[config.mk]
export PLATFORM = sky130hd
export DESIGN_NAME = fifo_gen
export DESIGN_NICKNAME = d
export VERILOG_FILES = /design/src/rtl/fifo_gen.sv
export SDC_FILE = /design/constraint.sdc
export NUM_CORES = 1
export LEC_CHECK = 0
export CORE_MARGIN = 1.5
export CORE_UTILIZATION = 55
export DETAILED_ROUTE_END_ITERATION = 8
export PLACE_DENSITY = 0.82
export SLEW_MARGIN = 20
export SYNTH_ARGS = -nofsm -noshare
export SYNTH_HDL_FRONTEND = slang
export SYNTH_SLANG_ARGS = --single-unit
[constraint.sdc]
create_clock -name clk -period 6.2 [get_ports clk]
set_clock_uncertainty 0.2 [all_clocks]
set_input_delay 0.93 -clock clk [delete_from_list [all_inputs] [get_ports clk]]
set_output_delay 0.93 -clock clk [all_outputs]
set_load 0.02 [all_outputs]
[src/rtl/fifo_gen.sv]
// Synchronous FIFO with drop or overwrite-oldest policy on full, threshold flags
// and sticky overflow/underflow error reporting.
module fifo_gen #(
  parameter int WIDTH      = 8,
  parameter int DEPTH      = 16,
  parameter int OVERWRITE  = 0,
  parameter int AFULL_LVL  = DEPTH - 2,
  parameter int AEMPTY_LVL = 2
) (
  input  logic                         clk,
  input  logic                         rst,
  input  logic                         wen,
  input  logic [WIDTH-1:0]             wdata,
  input  logic                         ren,
  output logic [WIDTH-1:0]             rdata,
  output logic                         rvalid,
  output logic [$clog2(DEPTH+1)-1:0]   count,
  output logic                         full,
  output logic                         empty,
  output logic                         afull,
  output logic                         aempty,
  output logic                         ovf,
  output logic                         udf,
  output logic                         dropped,
  input  logic                         err_clr
);
  localparam int CW = $clog2(DEPTH+1);
  localparam int PW = $clog2(DEPTH);
  localparam logic [CW-1:0] FULL_CNT = CW'(DEPTH);
  localparam logic [PW-1:0] LAST     = PW'(DEPTH-1);

  logic [WIDTH-1:0] mem [DEPTH];
  logic [PW-1:0]    wptr, rptr;
  logic             rd_ok, wr_ok, lose;

  assign full   = (count == FULL_CNT);
  assign empty  = (count == '0);
  assign afull  = (count >= CW'(AFULL_LVL));
  assign aempty = (count <= CW'(AEMPTY_LVL));

  assign rd_ok = ren && !empty;
  assign wr_ok = wen && (!full || rd_ok || (OVERWRITE != 0));
  // A write into a full FIFO with no read loses a word under either policy.
  assign lose    = wen && !ren && full;
  assign dropped = !rst && lose;

  function automatic logic [PW-1:0] inc(input logic [PW-1:0] p);
    return (p == LAST) ? '0 : p + PW'(1);
  endfunction

  always_ff @(posedge clk) begin
    if (!rst && wr_ok) mem[wptr] <= wdata;
  end

  always_ff @(posedge clk) begin
    if (rst) begin
      wptr   <= '0;
      rptr   <= '0;
      count  <= '0;
      rdata  <= '0;
      rvalid <= 1'b0;
      ovf    <= 1'b0;
      udf    <= 1'b0;
    end else begin
      rvalid <= rd_ok;
      if (rd_ok) rdata <= mem[rptr];
      if (wr_ok) wptr <= inc(wptr);
      // Overwrite on full retires the oldest word by stepping the read side.
      if (rd_ok || (wr_ok && lose)) rptr <= inc(rptr);
      if (wr_ok && !rd_ok && !full) count <= count + CW'(1);
      else if (rd_ok && !wr_ok)     count <= count - CW'(1);
      ovf <= lose | (ovf & ~err_clr);
      udf <= (ren && empty) | (udf & ~err_clr);
    end
  end
endmodule

* After elaboration in Yosys (flattened, before gate mapping)
Memories as Yosys holds them, arrays and structs flattened. A register that Yosys moved wholly into a read port is not among the register bits.
Index checks and enable logic that the tools add are counted.
** Word-level totals
- Output and inout bits :: 21
- Input bits :: 13
- Memories :: 1
- Flip-flop bits (word level) :: 16
- RAM bits :: 128
** Memories
- mem :: words 16, width 8, rd ports 1, clocked after Yosys merged registers in 1, write ports 1, RTL line 32 : logic [WIDTH-1:0] mem [DEPTH];
** Cells by class
- Magnitude comparators :: 2
- Reduce and logical (&&, ||, !) cells :: 21
- Add/subtract/negate cells :: 4
- Bitwise logic cells :: 5
- Mux-type cells :: 6
- Eq/ne operators :: 3
** Operators with widths (count)
- 1-bit logical AND :: 11
- 5-bit two-way mux :: 2
- 4-bit by 1-bit adder with 4-bit output, second input constant :: 2
- 4-bit equality test, second input constant :: 2
- 4-bit two-way mux :: 2
- 1-bit logical NOT :: 6
- 5-bit by 1-bit adder with 5-bit output, second input constant :: 1
- 5-bit equality test, second input constant :: 1
- 5-bit by 4-bit >= comparator with 1-bit output, second input constant :: 1
- 5-bit by 2-bit <= comparator with 1-bit output, second input constant :: 1
- 5-bit logical NOT :: 1
- 5-bit by 1-bit subtractor with 5-bit output, second input constant :: 1
- 1-bit bitwise AND :: 2
- 1-bit logical OR :: 2
- 1-bit two-way mux :: 2
- 1-bit bitwise OR :: 2
- 2-bit nonzero test :: 1
- 1-bit inverter :: 1

* Longest topological paths before layout
Gate-level depths: netlist of the first run.
- Depth after elaboration :: 9
- Mapped depth :: 8
- Mapped depth without buffers :: 7

* Worst setup path before layout of the first run
OpenSTA, ideal clock, no wires.
- Path type :: input to output
- Start point :: in ren
- End point :: out dropped
- Path buffers :: 1
- Arrival :: 1.893 ns
- Required time :: 5.070 ns
- Stages on the path :: 3
- Path slack :: 3.177 ns
- Cells stage by stage :: clkbuf_1 -> nand2b_1 -> nor3_1
** Between the ends
- Word-level cells in the longest chain between the ends :: 4
** Ends and longest elaborated chain
- start, declared :: RTL line 14 : input logic ren,
- 1-bit logical NOT :: RTL line 44 : assign lose = wen && !ren && full;
- 1-bit logical AND (2 in series) :: RTL line 44
- 1-bit logical AND :: RTL line 45 : assign dropped = !rst && lose;
- end, declared :: RTL line 24 : output logic dropped,
No other way between the ends.

* Worst setup path in the final report of the first run
- Start point :: in rst
- End point :: out dropped
** Between the ends
- Word-level cells in the longest chain between the ends :: 2
** Ends and longest elaborated chain
- start, declared :: RTL line 11 : input logic rst,
- 1-bit logical NOT :: RTL line 45
- 1-bit logical AND :: RTL line 45
No other way between the ends.

==> results of run 1 <==
worst max path at each step:
stage	from	endpoint	slack, ns	cells past startpoint
after detailed placement	rst	mem[2][4]$_DFFE_PP_	1.94	5
after global routing	rst	dropped	1.98	4
after floorplan	ren	dropped	3.18	3
after global placement	rst	mem[2][4]$_DFFE_PP_	2.12	5
final	rst	dropped	2.10	4
after CTS	rst	dropped	2.09	4
sequential cells by signal, indices dropped and copies added (netlist names):
| signal | count |
|---|---|
| wptr | 4 |
| rvalid | 1 |
| count | 5 |
| udf | 1 |
| mem | 128 |
| rptr | 4 |
| rdata | 8 |
| ovf | 1 |
cell families after synthesis:
logic type	share of synthesized area
AOI/OAI and AO/OA	0.0504
xor gates and xnor gates	0.00283
adders and majority gates	0.0194
buffers and inverters	0.0204
DFF	0.699
muxes	0.149
and+or+nand+nor	0.0587
cell usage in the layout (no fill, tap or decap), types with 3 or more instances in the layout:
cell type        netlist  final
nand4_1                3      3
clkinv_4               0      4
ha_1                   8      8
nor3_1                 8      4
nor2b_1                5      5
nand3_1               11     11
mux2i_1               20     20
a21oi_1               10     10
edfxtp_1             128    128
nand2_1               10     10
clkbuf_16              0     16
dfxtp_1               24     22
nor2_1                24     24
nand2b_1               4      4
nor3_2                 0      4
mux4_2                32     32
clkinvlp_4             0      3
or3_1                  3      3
bufinv_16              0      5
o221ai_1               8      8
a21o_1                 3      3
clkdlybuf4s50_1        0     33
inv_1                  7      7
per-layer routing:
layer,vias up,part of all wire,GRT usage
met5,-,0,0
met1,1681,0.40,0.307
li1,1499,-,-
met2,187,0.49,0.367
met4,0,0.020,0.0893
met3,24,0.087,0.0747
power by group:
group,switching (mW),internal (mW)
sequential,0.0742,1.16
clock,0.403,0.695
combinational,0.295,0.254
total,0.772,2.10
layout make-up:
| class | instances | area [um^2] |
|---|---|---|
| multi-input cells | 176 | 1750 |
| flip-flops and latches | 152 | 4330 |
| fillers | 724 | 3620 |
| well taps | 140 | 175 |
| repair buffers | 35 | 345 |
| inverters | 7 | 26.3 |
| clock buffers | 17 | 414 |
| clock inverters | 15 | 225 |
synth_stat cells (7+ instances only):
cell type,number
nand3_1,11
nand2_1,10
a21oi_1,10
nor2_1,24
ha_1,8
dfxtp_1,24
nor3_1,8
clkbuf_1,9
inv_1,7
mux2i_1,20
edfxtp_1,128
mux4_2,32
o221ai_1,8
worst max-delay path, delay by kind of cell:
family	cells	cell delay (ns)
and+or+nand+nor	2	0.62
buffers and inverters	2	1.42
==> results.sh, run 1 <==
export IMPL_cts_tree="yes"
export IMPL_crit_path_cell_trace="clkdlybuf4s50_1 -> nand2b_1 -> nor3_1 -> clkdlybuf4s50_1"
export IMPL_grt_pass1_wl_um=19400
export IMPL_final_util=0.667
export IMPL_cts_sinks=152
export IMPL_dpl_cell_area_um2=6610
export IMPL_hold_violations=0
export IMPL_rsz0062_at_grt="false"
export IMPL_status="finished, final reports clean"
export IMPL_drt_wl_total_um=12500
export IMPL_criticalPathCategory="input port to output port"
export IMPL_post_cts_buffers=0
export IMPL_dieHeight_um=109
export IMPL_die_area_um2=11900
export IMPL_drv_cap=0
export IMPL_tns_ns=0
export IMPL_min_path_cells=1
export IMPL_cts_max_level=4
export IMPL_synth_nets=377
export IMPL_max_freq_ghz=0.244
export IMPL_vdd_drop_max_uv=255
export IMPL_ys_warn_count=0
export IMPL_setup_viol=0
export IMPL_synth_ff_type="edfxtp_1"
export IMPL_ant_nets=0
export IMPL_via_per_inst=6.26
export IMPL_cp_slowest_cell="clkdlybuf4s50_1"
export IMPL_cts_buffers=17
export IMPL_synth_area_leaders="edfxtp_1, mux4_2, dfxtp_1"
export IMPL_cts_hold_buf=0
export IMPL_num_vias=3391
export IMPL_p_per_area_nw_per_um2=396
export IMPL_io_buffers=33
export IMPL_rows=38
export IMPL_relSlewSlack=0.472
export IMPL_antenna_found_initial=0
export IMPL_grt_start_max_net_pins=38
export IMPL_design_area_um2=7270
export IMPL_synth_top_area_share=0.622
export IMPL_gr_total_overflow=0
export IMPL_syn_inst=355
export IMPL_hpwl_um=7570
export IMPL_grt_pass1_vias=3473
export IMPL_clock_root_buffer="clkbuf_8"
export IMPL_core_area_um2=10900
export IMPL_hold_slack_ns=0.312
export IMPL_drv_slew=0
export IMPL_pre_cts_slack_ns=1.94
export IMPL_ys_seq_area_frac=0.699
export IMPL_reg2reg_depth=7
export IMPL_first_pass_iters=5
export IMPL_drtIter0Drc=478
export IMPL_async_reset_ff_frac=0
export IMPL_hp_class="register to register"
export IMPL_yosysTopAreaCell="edfxtp_1"
export IMPL_cp_arrival_ns=2.97
export IMPL_power_mw=2.88
export IMPL_required_ns=5.07
export IMPL_cts_resized=0
export IMPL_drive_gt1_frac=0.194
export IMPL_wl_per_cell_um=23.1
export IMPL_placed_cells=510
export IMPL_setup_ws_ns=2.10
export IMPL_clock_latency_ns=0.51
export IMPL_io_pins=34
export IMPL_period_share=0.661
export IMPL_cpMostUsedCell="clkdlybuf4s50_1"
export IMPL_ys_types=45
export IMPL_min_delay_start="ovf$_SDFF_PP0_"
export IMPL_cp_slowest_stage_delay_ns=0.76
export IMPL_final_min_clock_period_ns=4.10
export IMPL_place_congestion=0.829
export IMPL_synth_area_per_cell_um2=17.4
export IMPL_leakage_nw=2.33
export IMPL_worst_r2r_startpoint="count[0]$_SDFFE_PP0P_"
export IMPL_synth_edf_count=128
export IMPL_cp_end_kind="output port"
export IMPL_layoutNonFillerInstCount=542
export IMPL_worst_pin_slew_ns=0.790
export IMPL_drc_errors=0
export IMPL_critPathMaxFanout=19
export IMPL_rrSetupSlack_ns=2.98
export IMPL_ys_ff_latch=152
export IMPL_area_growth_pct=17.5
export IMPL_fin_nets=411
export IMPL_netlist_area_um2=6180
export IMPL_cts_buffer_depth=2
export IMPL_track_usage=0.234
export IMPL_clkTransAtPathRegs_ns=0.06
export IMPL_num_antenna_cells=0
export IMPL_startpoint_type="input port"
export IMPL_start_util=0.568
export IMPL_timing_rr_end="count[4]$_SDFFE_PP0P_"
export IMPL_die_width_um=109
export IMPL_hold_end="ovf$_SDFF_PP0_"
Note: power is estimated with default switching activity, not from simulation.
==> run 2, diff against run 1 <==
Clock period 6.2 ns to 4.02 ns, I/O delays scaled along.
==> run 2 against run 1 <==
Global-route usage down 0.070 points. Register-to-register slack worse by 2.1 ns. First-iteration DRC count down 26%. Critical path depth down 1. Sequential share of layout area up 0.24 points. Sequential power up 51%. Combinational power up 61%. Hold slack worse by 0.019 ns. Non-clock buffer count up 7. Critical path type is now register to output port. Largest cell class unchanged.
==> results.sh, run 2 (same netlist as run 1, synthesis figures left out) <==
export IMPL_status="finished, final reports clean"
export IMPL_die_width_um=109
export IMPL_grt_pass1_wl_um=19300
export IMPL_drv_slew=0
export IMPL_grt_start_max_net_pins=37
export IMPL_layoutNonFillerInstCount=549
export IMPL_leakage_nw=2.33
export IMPL_placed_cells=517
export IMPL_largest_reg_flops=128
export IMPL_crit_buf_inv=1
export IMPL_power_mw=4.27
export IMPL_num_antenna_cells=0
export IMPL_min_delay_start="rdata[1]$_SDFFE_PP0P_"
export IMPL_clock_root_buffer="clkbuf_8"
export IMPL_cp_slowest_stage_delay_ns=0.77
export IMPL_setup_viol=0
export IMPL_final_util=0.664
export IMPL_rrSetupSlack_ns=0.85
export IMPL_multi_input_area_um2=1730
export IMPL_hold_end="rdata[1]$_SDFFE_PP0P_"
export IMPL_ant_nets=0
export IMPL_max_freq_ghz=0.282
export IMPL_cts_tree="yes"
export IMPL_cp_end_kind="output port"
export IMPL_track_usage=0.233
export IMPL_timing_rr_end="count[4]$_SDFFE_PP0P_"
export IMPL_fin_nets=418
export IMPL_startpoint_type="register"
export IMPL_first_pass_iters=5
export IMPL_top_register="mem"
export IMPL_drt_wl_total_um=12600
export IMPL_required_ns=3.22
export IMPL_rsz0062_at_grt="false"
export IMPL_setup_ws_ns=0.480
export IMPL_worst_pin_slew_ns=0.759
export IMPL_min_path_cells=2
export IMPL_dieHeight_um=109
export IMPL_design_area_um2=7230
export IMPL_p_per_area_nw_per_um2=591
export IMPL_grt_use_met1=0.319
export IMPL_pre_cts_slack_ns=0.730
export IMPL_fillers=720
export IMPL_clkTransAtPathRegs_ns=0.07
export IMPL_cts_buffers=17
export IMPL_hold_violations=0
export IMPL_antenna_found_initial=0
export IMPL_area_growth_pct=17.0
export IMPL_cp_slowest_cell="or4_1"
export IMPL_cts_hold_buf=0
export IMPL_cts_max_level=4
export IMPL_io_pins=34
export IMPL_hpwl_um=7770
export IMPL_post_cts_buffers=0
export IMPL_use_met3=0.0514
export IMPL_num_vias=3435
export IMPL_gr_total_overflow=0
export IMPL_cts_resized=0
export IMPL_critPathMaxFanout=10
export IMPL_criticalPathCategory="register to output port"
export IMPL_drive_gt1_frac=0.198
export IMPL_vdd_drop_max_uv=429
export IMPL_largestRegisters="mem (128), rdata (8), count (5)"
export IMPL_cts_buffer_depth=2
export IMPL_start_util=0.568
export IMPL_io_buffers=33
export IMPL_core_area_um2=10900
export IMPL_met2_usage=0.365
export IMPL_clock_latency_ns=0.52
export IMPL_dpl_cell_area_um2=6660
export IMPL_wl_per_cell_um=22.9
export IMPL_grt_pass1_vias=3457
export IMPL_die_area_um2=11900
export IMPL_drtIter0Drc=354
export IMPL_grt_busiest_layer="met2"
export IMPL_period_share=0.881
export IMPL_drc_errors=0
export IMPL_relSlewSlack=0.492
export IMPL_crit_path_cell_trace="or4_1 -> nor3_1 -> clkdlybuf4s50_1"
export IMPL_reg2reg_depth=7
export IMPL_worst_r2r_startpoint="count[0]$_SDFFE_PP0P_"
export IMPL_cp_arrival_ns=2.74
export IMPL_via_per_inst=6.26
export IMPL_final_cell_mix="edfxtp_1, clkdlybuf4s50_1, mux4_2"
export IMPL_tns_ns=0
export IMPL_hold_slack_ns=0.293
export IMPL_final_min_clock_period_ns=3.54
export IMPL_place_congestion=0.822
export IMPL_critPathTopFamily="simple AND/OR/NAND/NOR gates"
export IMPL_hp_class="register to register"
export IMPL_drv_cap=0
export IMPL_cts_sinks=152
export IMPL_final_common_cell="edfxtp_1"
export IMPL_rows=38
export IMPL_seqCellArea_um2=4330
==> run 2: cell types whose count changed in the layout (fill, tap and decap cells not counted), moves of 3 or more <==
cell / previous run / this run
buf_4: 2 / 9
clkinv_4: 4 / 1
bufinv_16: 5 / 1
inv_6: 1 / 4
nor3_2: 4 / 0
inv_8: 0 / 4
nor3_1: 4 / 8
==> run 2: worst max path at each step <==
stage,start,end,slack (ns),cells past startpoint
CTS,count[1]$_SDFFE_PP0P_,dropped,0.51,3
detailed placement,ren,count[4]$_SDFFE_PP0P_,0.73,8
finish,count[0]$_SDFFE_PP0P_,dropped,0.48,3
global placement,ren,dropped,0.84,4
floorplan,count[0]$_SDFFE_PP0P_,count[4]$_SDFFE_PP0P_,1.20,8
global route,count[1]$_SDFFE_PP0P_,dropped,0.40,3
==> run 2: area by class of cell <==
class                   count  share of cell area
clock inverters            15              0.0225
inverters                   7             0.00363
repair buffers             42              0.0550
well taps                 140              0.0242
multi-input cells         176               0.240
flip-flops and latches    152               0.598
clock buffers              17              0.0572
==> run 2: worst min-delay path: cells and delay by family (launching register included) <==
family          cells  cell delay [ns]
simple gates        1             0.07
compound gates      1             0.07
flops               1             0.33
==> run 2: layer usage <==
metal | share of wire | vias to the layer above | wire [um]
met4 | 0.026 | 0 | 333
met2 | 0.49 | 164 | 6180
met1 | 0.41 | 1736 | 5210
met5 | 0 | - | 0
li1 | - | 1514 | -
met3 | 0.069 | 21 | 863
==> run 2: report_power, final <==
part	switching [mW]	internal [mW]	total (mW)
logic	0.487	0.399	0.885
registers	0.0817	1.78	1.86
clock network	0.676	0.849	1.53
total	1.24	3.03	4.27
